## config.mk

```make
export PLATFORM = sky130hd
export DESIGN_NAME = pipeline_trace_buffer
export DESIGN_NICKNAME = d
export VERILOG_FILES = /design/src/rtl/pipeline_trace_buffer.sv
export SDC_FILE = /design/constraint.sdc
export NUM_CORES = 1
export LEC_CHECK = 0
export ABC_AREA = 0
export CAP_MARGIN = 20
export CELL_PAD_IN_SITES_DETAIL_PLACEMENT = 0
export CELL_PAD_IN_SITES_GLOBAL_PLACEMENT = 1
export CORE_UTILIZATION = 54
export DETAILED_ROUTE_END_ITERATION = 10
export PLACE_DENSITY_LB_ADDON = 0.1
export SLEW_MARGIN = 0
export SYNTH_ARGS = -nofsm -noshare
export SYNTH_HDL_FRONTEND = slang
export SYNTH_SLANG_ARGS = --single-unit
```

## constraint.sdc

```tcl
create_clock -name Clk -period 6.3 [get_ports Clk]
set_input_delay 0.63 -clock Clk [delete_from_list [all_inputs] [get_ports Clk]]
set_output_delay 0.63 -clock Clk [all_outputs]
set_load 0.005 [all_outputs]
```

## src/rtl/pipeline_trace_buffer.sv

```systemverilog
// rtl/pipeline_trace_buffer.sv - commit-trace capture buffer for (PC, write-back data) pairs
module pipeline_trace_buffer #(
  parameter int DATA_W = 32,
  parameter int ADDR_W = 32,
  parameter int PTR_W  = 4
) (
  input  logic              Clk,
  input  logic              Rst,
  input  logic              Arm,
  input  logic              Mode,
  input  logic [ADDR_W-1:0] TrigPC,
  input  logic [PTR_W:0]    PostCount,
  input  logic              InValid,
  input  logic [ADDR_W-1:0] InPC,
  input  logic [DATA_W-1:0] InData,
  input  logic              RdEn,
  output logic [ADDR_W-1:0] RdPC,
  output logic [DATA_W-1:0] RdData,
  output logic              RdValid,
  output logic [PTR_W:0]    Count,
  output logic [1:0]        State,
  output logic              Triggered,
  output logic              Wrapped
);
  localparam int DEPTH = 2 ** PTR_W;
  localparam logic [PTR_W:0] FULL      = (PTR_W + 1)'(DEPTH);
  localparam logic [PTR_W:0] FULL_LESS = (PTR_W + 1)'(DEPTH - 1);

  typedef enum logic [1:0] {
    S_IDLE    = 2'd0,
    S_CAPTURE = 2'd1,
    S_POST    = 2'd2,
    S_DONE    = 2'd3
  } state_e;

  logic [ADDR_W-1:0] mem_pc   [DEPTH];
  logic [DATA_W-1:0] mem_data [DEPTH];

  state_e            state_q, state_d;
  logic [PTR_W-1:0]  wr_ptr_q, wr_ptr_d, rd_ptr_q, rd_ptr_d;
  logic [PTR_W:0]    count_q, count_d, post_q, post_d, post_count_q, post_count_d;
  logic              mode_q, mode_d, triggered_q, triggered_d, wrapped_q, wrapped_d;
  logic [ADDR_W-1:0] trig_pc_q, trig_pc_d, rd_pc_q;
  logic [DATA_W-1:0] rd_data_q;
  logic              rd_valid_q, rd_valid_d;
  logic              wr_en, rd_en;

  always_comb begin
    state_d      = state_q;
    wr_ptr_d     = wr_ptr_q;
    rd_ptr_d     = rd_ptr_q;
    count_d      = count_q;
    post_d       = post_q;
    post_count_d = post_count_q;
    mode_d       = mode_q;
    trig_pc_d    = trig_pc_q;
    triggered_d  = triggered_q;
    wrapped_d    = wrapped_q;
    rd_valid_d   = 1'b0;
    wr_en        = 1'b0;
    rd_en        = 1'b0;
    if (Arm) begin
      // Arm beats a simultaneous RdEn and restarts from any state.
      state_d      = S_CAPTURE;
      wr_ptr_d     = '0;
      rd_ptr_d     = '0;
      count_d      = '0;
      post_d       = '0;
      triggered_d  = 1'b0;
      wrapped_d    = 1'b0;
      mode_d       = Mode;
      trig_pc_d    = TrigPC;
      post_count_d = PostCount;
    end else begin
      case (state_q)
        S_IDLE, S_DONE: begin
          if (RdEn && count_q != '0) begin
            rd_en      = 1'b1;
            rd_ptr_d   = rd_ptr_q + 1'b1;
            count_d    = count_q - 1'b1;
            rd_valid_d = 1'b1;
          end
        end
        S_CAPTURE, S_POST: begin
          if (InValid) begin
            wr_en    = 1'b1;
            wr_ptr_d = wr_ptr_q + 1'b1;
            if (state_q == S_CAPTURE && !mode_q) begin
              count_d = count_q + 1'b1;
              if (count_q == FULL_LESS) state_d = S_DONE;
            end else begin
              // Circular mode: a full buffer drops its oldest entry.
              if (count_q == FULL) begin
                rd_ptr_d  = rd_ptr_q + 1'b1;
                wrapped_d = 1'b1;
              end else begin
                count_d = count_q + 1'b1;
              end
              if (state_q == S_CAPTURE) begin
                if (InPC == trig_pc_q) begin
                  triggered_d = 1'b1;
                  if (post_count_q == '0) begin
                    state_d = S_DONE;
                  end else begin
                    state_d = S_POST;
                    post_d  = post_count_q;
                  end
                end
              end else begin
                post_d = post_q - 1'b1;
                if (post_q == (PTR_W + 1)'(1)) state_d = S_DONE;
              end
            end
          end
        end
        default: ;
      endcase
    end
  end

  always_ff @(posedge Clk) begin
    if (Rst) begin
      state_q      <= S_IDLE;
      wr_ptr_q     <= '0;
      rd_ptr_q     <= '0;
      count_q      <= '0;
      post_q       <= '0;
      post_count_q <= '0;
      mode_q       <= 1'b0;
      trig_pc_q    <= '0;
      triggered_q  <= 1'b0;
      wrapped_q    <= 1'b0;
      rd_valid_q   <= 1'b0;
      rd_pc_q      <= '0;
      rd_data_q    <= '0;
    end else begin
      state_q      <= state_d;
      wr_ptr_q     <= wr_ptr_d;
      rd_ptr_q     <= rd_ptr_d;
      count_q      <= count_d;
      post_q       <= post_d;
      post_count_q <= post_count_d;
      mode_q       <= mode_d;
      trig_pc_q    <= trig_pc_d;
      triggered_q  <= triggered_d;
      wrapped_q    <= wrapped_d;
      rd_valid_q   <= rd_valid_d;
      if (rd_en) begin
        rd_pc_q   <= mem_pc[rd_ptr_q];
        rd_data_q <= mem_data[rd_ptr_q];
      end
    end
  end

  always_ff @(posedge Clk) begin
    if (wr_en && !Rst) begin
      mem_pc[wr_ptr_q]   <= InPC;
      mem_data[wr_ptr_q] <= InData;
    end
  end

  assign RdPC      = rd_pc_q;
  assign RdData    = rd_data_q;
  assign RdValid   = rd_valid_q;
  assign Count     = count_q;
  assign State     = state_q;
  assign Triggered = triggered_q;
  assign Wrapped   = wrapped_q;
endmodule

```

==> summary.md, run 1 <==
| Metric | Value |
|---|---|
| Htree depth | `3` |
| Async set-reset flop share out of synthesis | `0%` |
| Synthesis-to-finish area growth | `15.7%` |
| Hold Path Class | `input pin to flop` |
| Die width | `286 um` |
| Number of synthesized register bits | `1,149` |
| Top cell type's share of synthesized area | `a little over two thirds` |
| Pre-antenna DRT Iters | `6` |
| EDFF count, synth | `a little over 1,000` |
| First-pass GRT wire length | `137,000 um` |
| Worst-skew pair later-pin latency | `680 ps` |
| Top delay family on crit path | `simple AND/OR/NAND/NOR gates` |
| Worst-Margin Slew | `between 1000 and 1500 ps` |
| Max Used Layer | `met4` |
| CTS tree | `built` |
| Die Height | `around 290 um` |
| Synth Area in Compound Gates | `around 1.8%` |
| Max Buffers Root-to-Sink | `3` |
| Ys Warns | `0` |
| Drc violations | `0` |
| Vias in the first global route | `between 20,000 and 25,000` |
| Die Area | `approximately 0.08 mm^2` |
| Initial Utilization | `~55%` |
| Ranking of synthesized cells by area | `edfxtp_1 (71%), mux4_2 (17%), dfxtp_1 (5.8%)` |
| Post-CTS setup buffers | `0` |
| Metal3 WL | `slightly above 5000 um` |
| Largest family of logic cells by synthesized area | `multiplexers` |
| Post-route cell area | `between 0.05 and 0.06 mm^2` |
| Overall Global Routing Usage | `approximately 23%` |
| Slew Viols, Final | `0` |
| Met2 routed WL | `46,000 um` |
| PostCTS Resize Cnt | `0` |
| Antenna violations before repair | `3` |
| Worst EP required | `6850 ps` |
| Max Freq | `about 290 MHz` |
| Max-Cap Viols | `0` |
| Synth unique cells | `46` |
| Worst slew margin | `29.9%` |
| DPL Wire Length | `between 50,000 and 60,000 um` |
| Layout cells sized above 1 | `24.5%` |
| Slowest cell on the critical path | `nor4_1` |
| CP Capture Type | `flop` |
| RSZ-0062 raised after global routing | `no` |
| Worst vdd ir | `0.000202 V` |
| Crit Path Class | `input pin to flop` |
| Routability cong. | `around 0.76` |
| FP Rows | `103` |
| # setup viols final | `0` |
| Ys flop type | `edfxtp_1` |
| CP arrival | `~4000 ps` |
| Max incr delay on CP | `around 910 ps` |
| Final Hold Viols | `0` |
| Setup_tns | `0 ps` |
| Vias/cell | `around 6` |
| Crit-path cells | `clkdlybuf4s50_1, xor2_1, nor4_1, nand4_1, nor2_1, o2111ai_1, o211a_1` |
| Clk sinks | `about 1,100` |
| Most numerous cell in the Yosys netlist | `edfxtp_1` |
| PwrDens | `just over 300 mW/mm^2` |
| XOR/XNOR Fraction of Synth Area | `less than 1%` |
| Leak | `approximately 16 nW` |
| Worst Path Buf+Inv | `1` |
| Number of nets in the layout | `2,270` |
| Vias | `19,917` |
| Core area | `between 0.07 and 0.08 mm^2` |
| Drt wl/cell | `approximately 28 um` |
| Global route total overflow | `0` |
| Simple-gate share of the synthesized area | `1.49%` |
| Total CTS buffers | `about 110` |
| Synth cell count leaders | `edfxtp_1 (1,024), mux4_2 (320), dfxtp_1 (125), nor2_1 (69), a22o_1 (64)` |
| Buffers on Ports | `180` |
| Average size of a mapped cell | `approximately 23 um^2` |
| Largest net degree at the start of global routing | `about 120` |
| Cells after Synth | `between 1,500 and 2,000` |
| Final wirelength | `93,200 um` |
| Post-CTS Hold Fix Bufs | `0` |
| Synth Area in Adders | `less than 1%` |
| Mapped Nets | `2,037` |
| CTS clk-pin slew, worst paths | `around 60 ps` |
| Routed Antenna Nets | `0` |
| CTS root buf | `clkbuf_16` |
| Area of the mapped netlist | `0.0435 mm^2` |
| Register area share after synthesis | `between 70 and 80%` |
| Wl on met1 | `40,200 um` |
| Final min period | `around 3400 ps` |
| DP Area | `0.0465 mm^2` |
| CP Launch Type | `input pin` |
| CP max FO | `17` |
| Synth area leader | `edfxtp_1` |
| Drt initial violations | `between 1,500 and 2,000` |
| Status | `finished clean` |
| Worst Clk Skew | `around 22 ps` |
| Multiplexer share of the synthesized area | `between 10% and 20%` |
| IO Count | `about 180` |
| Final Cycle Share | `approximately 54%` |
## final cells by class
type,instances,area [um^2]
Clock inverter,59,608
Inverter,12,45.0
Tap cell,1050,1310
Antenna cell,3,7.51
Multi-Input combinational cell,657,9700
Clock buffer,159,3160
Fill cell,5394,29100
Timing Repair Buffer,217,2200
Sequential cell,1149,33300
## cells by family after synthesis
group / count (synthesis)
flip-flops: 1149
multiplexers: 361
AND/OR/NAND/NOR: 141
buffers and inverters: 112
AO/OA/AOI/OAI: 95
XOR/XNOR: 48
adder cells (fa/ha/maj): 12
## worst paths after layout
| kind | depth (start not counted) | startpoint | to | slack [ps] |
|---|---|---|---|---|
| worst max-delay path | 7 | InPC[17] | post_q[4] | 2880 |
| worst min-delay path | 3 | Arm | post_q[4] | 420 |
| worst max register to register | 8 | State[1] | mem_pc[2][13] | 2910 |
| worst min register to register | 1 | RdPC[21] | RdPC[21] | 470 |
## layer usage
metal | track usage (%) | vias to the layer above
met2 | 37.4 | 633
met1 | 33.3 | 10644
li1 | - | 8538
met3 | 3.76 | 102
met5 | 0 | -
met4 | 6.70 | 0
## metrics by stage
stage / hold WS (ps) / util, % / instances / power (mW) / worst slack, ps
final: 416 / 63.4 / 3306 / 15.6 / 2880
after global placement: 462 / 58.6 / 3083 / 8.99 / 2330
after floorplan: 460 / - / 1918 / 8.75 / 1690
after detailed placement: 465 / 58.6 / 3083 / 9.00 / 2230
after global routing: 432 / 63.4 / 3306 / 16.0 / 2660
after CTS: 378 / 63.3 / 3301 / 15.7 / 2890
## where the power goes
group          total, mW  switching, mW  internal, mW
Clock               6.76           2.80          3.96
Combinational      0.486          0.266         0.220
Sequential          8.35         0.0283          8.32
## sequential cells by signal (all words and copies together) (netlist names)
signal and count:
wr_ptr_q 4, State 2, rd_ptr_q 4, mem_data 512, RdValid 1, post_count_q 5
RdPC 32, Wrapped 1, mode_q 1, Triggered 1, post_q 5, trig_pc_q 32
mem_pc 512, RdData 32, Count 5
## worst reg2reg max path: stages (launching register included)
cell,delay (ps)
dfxtp_1,330
inv_1,50
ha_1,380
nor2b_1,150
buf_4,200
nand2_1,90
nor3_1,460
and2_4,850
buf_4,510
## layout by cell type, fill, tap and decap left out, types with 14 or more instances in the layout
cell,count
nand2_1,20
dfxtp_1,121
mux4_2,320
clkdlybuf4s50_1,178
clkbuf_16,116
mux2i_1,41
edfxtp_1,1024
buf_4,27
clkinv_1,14
xor2_1,38
clkinv_2,22
a22o_1,64
clkbuf_1,33
nor2_1,61
(Power assumes the default switching activity.)
==> run 2, diff against run 1 <==
CORE_UTILIZATION = 48   (was 54)
clock period = 3 ns   (was 6.3 ns; I/O delays follow)
==> run 2 against run 1 <==
Sequential share of layout area shrank 2.2 points. Clock power is 130% higher. Worst setup slack got worse by 2500 ps. Clock skew grew 5.0 ps. Sequential cell count stayed put. Global-route usage decreased by 0.42 points. Wire length increased by 9.7%. Highest routed layer unchanged.
==> summary.md, run 2 (same netlist as run 1, synthesis figures left out) <==
| Metric | Value |
|---|---|
| Setup_tns | `0 ps (unchanged)` |
| Synthesis-to-finish area growth | `19.7%` |
| First-pass GRT wire length | `148,000 um (+8.0%)` |
| Worst EP required | `3380 ps (-3470 ps)` |
| Post-CTS Hold Fix Bufs | `0 (unchanged)` |
| CP Capture Type | `flop` |
| Total CTS buffers | `116 (+1.8%)` |
| Vias in the first global route | `21,403 (+2.1%)` |
| CP arrival | `3030 ps (-950 ps)` |
| Overall Global Routing Usage | `22.8% (-0.42 points)` |
| Largest regs | `mem_data (512), mem_pc (512)` |
| Sequential power share | `51.6% (-1.9 points)` |
| Final wirelength | `102,000 um (+9.7%)` |
| PwrDens | `653 mW/mm^2 (+110%)` |
| Worst Clk Skew | `26.6 ps (+5.03 ps)` |
| Post-CTS setup buffers | `0 (unchanged)` |
| Worst slew margin | `45.6% (+16 points)` |
| Drc violations | `0 (unchanged)` |
| Vias | `20,462 (+2.7%)` |
| Global route total overflow | `0 (unchanged)` |
| Crit Path Class | `flop to flop` |
| Antenna violations before repair | `0 (-3)` |
| FP Rows | `110 (+6.8%)` |
| IO Count | `181 (unchanged)` |
| Routability cong. | `0.738 (-3.4%)` |
| Leak | `16.4 nW (+4.9%)` |
| Final Hold Viols | `0 (unchanged)` |
| Number of nets in the layout | `2,359 (+3.9%)` |
| CTS clk-pin slew, worst paths | `60 ps (about the same)` |
| Largest net degree at the start of global routing | `64 (-48%)` |
| Status | `finished clean` |
| Clk sinks | `1,149 (unchanged)` |
| Routed Antenna Nets | `0 (unchanged)` |
| RSZ-0062 raised after global routing | `no` |
| Commonest non-fill, non-tap cell in the layout | `edfxtp_1` |
| Vias/cell | `5.82 (-3.4%)` |
| Max-Cap Viols | `0 (unchanged)` |
| Reg area | `0.0333 mm^2 (unchanged)` |
| Die Height | `303 um (+6.0%)` |
| Post-route cell area | `0.0520 mm^2 (+3.5%)` |
| FILL cells | `6,549 (+21%)` |
| Drt initial violations | `1,545 (-19%)` |
| Final min period | `between 2000 and 3000 ps` |
| Drt wl/cell | `29.1 um (+3.1%)` |
| Htree depth | `3 (unchanged)` |
| Most used cells in the layout excluding fill and tap cells | `edfxtp_1 (1,024), mux4_2 (320), clkdlybuf4s50_1 (178)` |
| Worst vdd ir | `0.000510 V (+150%)` |
| Logic pwr share | `3.3% (+0.2 points)` |
| Pre-antenna DRT Iters | `5 (-1)` |
| Final WS setup | `351 ps (-2520 ps)` |
| CTS root buf | `clkbuf_16` |
| Worst-skew pair later-pin latency | `700 ps (+20 ps)` |
| Max Buffers Root-to-Sink | `3 (unchanged)` |
| Final Cycle Share | `around nine tenths` |
| CP Launch Type | `flop` |
| Area occupied by multi-input gates | `0.00971 mm^2 (about the same)` |
| Switching share of power | `19.9% (+0.030 points)` |
| Die width | `303 um (+6.0%)` |
| Worst-Margin Slew | `809 ps (-243 ps)` |
| Sw power | `6.75 mW (+120%)` |
| Layout cells sized above 1 | `28.0% (+3.5 points)` |
| Worst slack, placed | `-111 ps (-2340 ps)` |
| ANT cells | `0 (-3)` |
| CP max FO | `18 (+1)` |
| CTS tree | `built` |
| # setup viols final | `0 (unchanged)` |
| Hold Path Class | `input pin to flop` |
| Worst hold slack | `144 ps (-272 ps)` |
| Clock Power Share | `45.1% (+1.8 points)` |
| Slew Viols, Final | `0 (unchanged)` |
| Max Freq | `between 300 and 400 MHz` |
| DPL Wire Length | `59,300 um (+17%)` |
| Core area | `0.0899 mm^2 (+13%)` |
| Internal | `27.2 mW (+120%)` |
| Initial Utilization | `48.4% (-6.4 points)` |
| DP Area | `0.0479 mm^2 (+3.1%)` |
| Buffers on Ports | `180 (unchanged)` |
| Die Area | `0.0918 mm^2 (+12%)` |
-- run 2: changes by cell type in the layout (fill, tap and decap cells not counted), sizes merged --
cell	delta
diode	-3
inv	+1
bufinv	+8
clkbuf	-9
clkinvlp	-2
buf	+87
clkinv	+3
-- run 2: cell type report --
type / count / area share [%]
Clock inverter: 69 / 1.73
Inverter: 12 / 0.0889
Multi-Input combinational cell: 657 / 18.6
Sequential cell: 1149 / 63.9
Timing Repair Buffer: 304 / 6.60
Clock buffer: 150 / 6.19
Tap cell: 1176 / 2.83
-- run 2: per-stage QoR --
step / utilization (%) / instances / power [mW]
after global placement: 53.3 / 3298 / 19.0
after detailed placement: 53.3 / 3298 / 19.0
after global routing: 57.9 / 3517 / 35.0
final: 57.9 / 3517 / 34.0
after CTS: 57.9 / 3517 / 34.3
after floorplan: - / 1918 / 18.4
-- run 2: power groups by stage --
stage	Sequential [mW]	Combinational (mW)	Clock, mW
after floorplan	17.9	0.517	0
after global placement	17.9	1.13	0
after detailed placement	17.9	1.15	0
after CTS	17.5	1.15	15.6
after global routing	17.5	1.22	16.3
final	17.5	1.13	15.3
-- run 2: timing repair --
item | 4_1_cts | 5_1_grt
gates resized for setup | 0 | 1
hold endpoints to repair | 0 | 0
setup endpoints to repair | 0 | 175
-- run 2: worst max-delay path: stages (launching register included) --
cell and delay (ps):
dfxtp_1 330, inv_1 60, ha_1 390, nor2b_2 370, buf_4 230, nand2_1 140
nor2_4 520, buf_12 270
-- run 2: layer usage --
metal | track usage [%] | part of all wire (%) | wire length [um]
met5 | 0 | 0 | 0
met4 | 6.04 | 2.0 | 2020
met3 | 3.16 | 4.7 | 4780
met2 | 37.7 | 50 | 51400
met1 | 32.2 | 43 | 44000
-- run 2: path summary, 6_finish.rpt --
path / start / end / slack [ps] / cells past startpoint
worst max-delay path: State[1] / mem_pc[14][10] / 350 / 7
worst min-delay path: Arm / post_q[4] / 140 / 4
worst max register to register: State[1] / mem_pc[14][10] / 350 / 7
worst min register to register: RdPC[27] / RdPC[27] / 480 / 1
==> run 3, diff against run 2 <==
CORE_UTILIZATION = 50   (was 48)
CTS_BUF_LIST = sky130_fd_sc_hd__clkbuf_4 sky130_fd_sc_hd__clkbuf_8   (was not set)
==> run 3 against run 2 <==
Sequential cell count unchanged. Wire length decreased by 0.63%. Maximum frequency increased by 9.3%. Largest power group unchanged. Global-route usage increased by 0.70 points.
==> summary.md, run 3 (same netlist as run 1, synthesis figures left out) <==
| Metric | Value |
|---|---|
| Status | `finished clean` |
| Most used cell, CP | `buf_4` |
| CP Capture Type | `flop` |
| Synthesis-to-finish area growth | `18.9%` |
| Hold Path Class | `input pin to flop` |
| Placed insts | `3,272 (-0.79%)` |
| CP Launch Type | `flop` |
| Final min period | `2420 ps (-225 ps)` |
| Layout cells sized above 1 | `31.7% (+3.7 points)` |
| Worst EP required | `3480 ps (+100 ps)` |
| Logic pwr share | `3.6% (+0.3 points)` |
| CP max FO | `26 (+8)` |
| Vias/cell | `5.84 (+0.32%)` |
| IO Count | `181 (unchanged)` |
| Clock Power Share | `41.6% (-3.5 points)` |
| Max incr delay on CP | `390 ps (-130 ps)` |
| Drt initial violations | `1,762 (+14%)` |
| Max Buffers Root-to-Sink | `3 (unchanged)` |
| Sequential power share | `54.8% (+3.2 points)` |
| Number of nets in the layout | `2,431 (+3.1%)` |
| RSZ-0062 raised after global routing | `no` |
| Worst-skew pair later-pin latency | `830 ps (+130 ps)` |
| PostCTS Resize Cnt | `0 (unchanged)` |
| Setup_tns | `0 ps (unchanged)` |
| Final wirelength | `102,000 um (-0.63%)` |
| FP Rows | `107 (-2.7%)` |
| Post-Layout Cell Count | `3,611 (+2.7%)` |
| Sw power | `6.68 mW (-1.2%)` |
| Largest net degree at the start of global routing | `58 (-9.4%)` |
| Max Freq | `413 MHz (+9.3%)` |
| Largest regs | `mem_data (512), mem_pc (512)` |
| Final Core Density | `60.3% (+2.4 points)` |
| Crit-path cells | `inv_1, ha_1, nor2b_1, buf_4, nand2_1, nor3b_1, buf_4, and2_4, buf_12` |
| Worst Clk Skew | `48.2 ps (+21.6 ps)` |
| Slowest cell on the critical path | `ha_1` |
| Worst slew margin | `44.6% (-1.1 points)` |
| Worst vdd ir | `0.000406 V (-20%)` |
| Most used cells in the layout excluding fill and tap cells | `edfxtp_1 (1,024), mux4_2 (320), clkbuf_8 (192)` |
| Switching share of power | `20.9% (+1.0 points)` |
| Clk sinks | `1,149 (unchanged)` |
| CTS tree | `built` |
| Crit Path Class | `flop to flop` |
| # setup viols final | `0 (unchanged)` |
| Antenna violations before repair | `2 (+2)` |
| DPL Wire Length | `58,900 um (-0.54%)` |
| Vias in the first global route | `22,248 (+3.9%)` |
| Die width | `297 um (-2.0%)` |
| Routability cong. | `0.736 (-0.26%)` |
| Total CTS buffers | `180 (+55%)` |
| CTS clk-pin slew, worst paths | `60 ps (about the same)` |
| Core area | `0.0857 mm^2 (-4.7%)` |
| Initial Utilization | `50.7% (+2.4 points)` |
| CP arrival | `2910 ps (-120 ps)` |
| FILL cells | `6,114 (-6.6%)` |
| Max-Cap Viols | `0 (unchanged)` |
| Die Area | `0.0881 mm^2 (-4.0%)` |
| Worst-Margin Slew | `832 ps (+23.2 ps)` |
| Pre-antenna DRT Iters | `5 (unchanged)` |
| Htree depth | `4 (+1)` |
| Slew Viols, Final | `0 (unchanged)` |
| PwrDens | `618 mW/mm^2 (-5.3%)` |
| Vias | `21,077 (+3.0%)` |
| Drc violations | `0 (unchanged)` |
| Routed Antenna Nets | `0 (unchanged)` |
| Final Hold Viols | `0 (unchanged)` |
| Commonest non-fill, non-tap cell in the layout | `edfxtp_1` |
| First-pass GRT wire length | `150,000 um (+1.0%)` |
| Leak | `16.4 nW (+0.12%)` |
| CTS root buf | `clkbuf_8` |
| Internal | `25.3 mW (-7.1%)` |
| Overall Global Routing Usage | `23.5% (+0.70 points)` |
| Global route total overflow | `0 (unchanged)` |
| Die Height | `297 um (-2.0%)` |
| Final Cycle Share | `80.8% (-7.5 points)` |
| Buffers on Ports | `180 (unchanged)` |
| Drt wl/cell | `28.1 um (-3.2%)` |
| Design Power | `32.0 mW (-5.9%)` |
## run 3: cell types whose count changed in the layout (fill, tap and decap cells not counted), moves of 3 or more
| cell | previous run | this run |
|---|---|---|
| inv_16 | 4 | 1 |
| inv_8 | 0 | 3 |
| clkinvlp_4 | 5 | 0 |
| clkinv_1 | 16 | 29 |
| buf_12 | 57 | 61 |
| clkbuf_16 | 118 | 0 |
| clkbuf_1 | 17 | 0 |
| bufinv_16 | 19 | 4 |
| clkbuf_4 | 0 | 80 |
| clkbuf_8 | 15 | 192 |
## run 3: critical path, delay by kind of cell, from the launching register on
family	cells	cell delay (ps)
fa+ha+maj	1	390
buf+inv	4	580
simple gates	4	760
flops	1	330
## run 3: final timing paths
kind	from	end	slack, ps	cells after the start
setup / recovery	State[1]	mem_pc[5][26]	580	9
hold / removal	TrigPC[8]	trig_pc_q[8]	90	3
setup reg to reg	State[1]	mem_pc[5][26]	580	9
hold reg to reg	RdPC[13]	RdPC[13]	480	1
## run 3: metrics by stage
| step | area (um^2) | setup WS, ps | hold WS [ps] |
|---|---|---|---|
| after CTS | 51700 | 562 | 20.0 |
| after floorplan | 43500 | 38.1 | 399 |
| final | 51700 | 576 | 87.3 |
| after global placement | 48000 | 288 | 463 |
| after detailed placement | 48000 | 273 | 463 |
| after global routing | 51700 | 395 | 53.7 |
## run 3: power by group through the flow
stage,combinational (mW),sequential (mW),clock [mW]
2_1_floorplan,0.517,17.9,0
3_3_place_gp,1.12,17.9,0
3_5_place_dp,1.15,17.9,0
4_1_cts,1.15,17.5,13.6
5_1_grt,1.22,17.5,14.3
6_report,1.14,17.5,13.3
## run 3: layout make-up
type                    instances  area (um^2)  share of cell area (%)
multi-input cells             657         9710                    18.8
repair buffers                312         3550                    6.87
well taps                    1144         1430                    2.77
flip-flops and latches       1149        33300                    64.3
diodes                          2         5.00                 0.00968
inverters                      12         45.0                  0.0871
clock buffers                 272         3240                    6.27
clock inverters                63          450                   0.871
## run 3: routing by layer
| layer | track usage (%) | vias to the layer above | wire length, um |
|---|---|---|---|
| met5 | 0 | - | 0 |
| met4 | 7.11 | 0 | 2210 |
| met3 | 4.34 | 147 | 5710 |
| met2 | 37.5 | 707 | 49900 |
| met1 | 33.3 | 11311 | 43800 |
| li1 | - | 8912 | - |
## run 3: timing repair
item,CTS,global route
hold endpoints to repair,1,0
buffers inserted,0,0
endpoints found under the setup margin,0,0
hold buffers,2,0
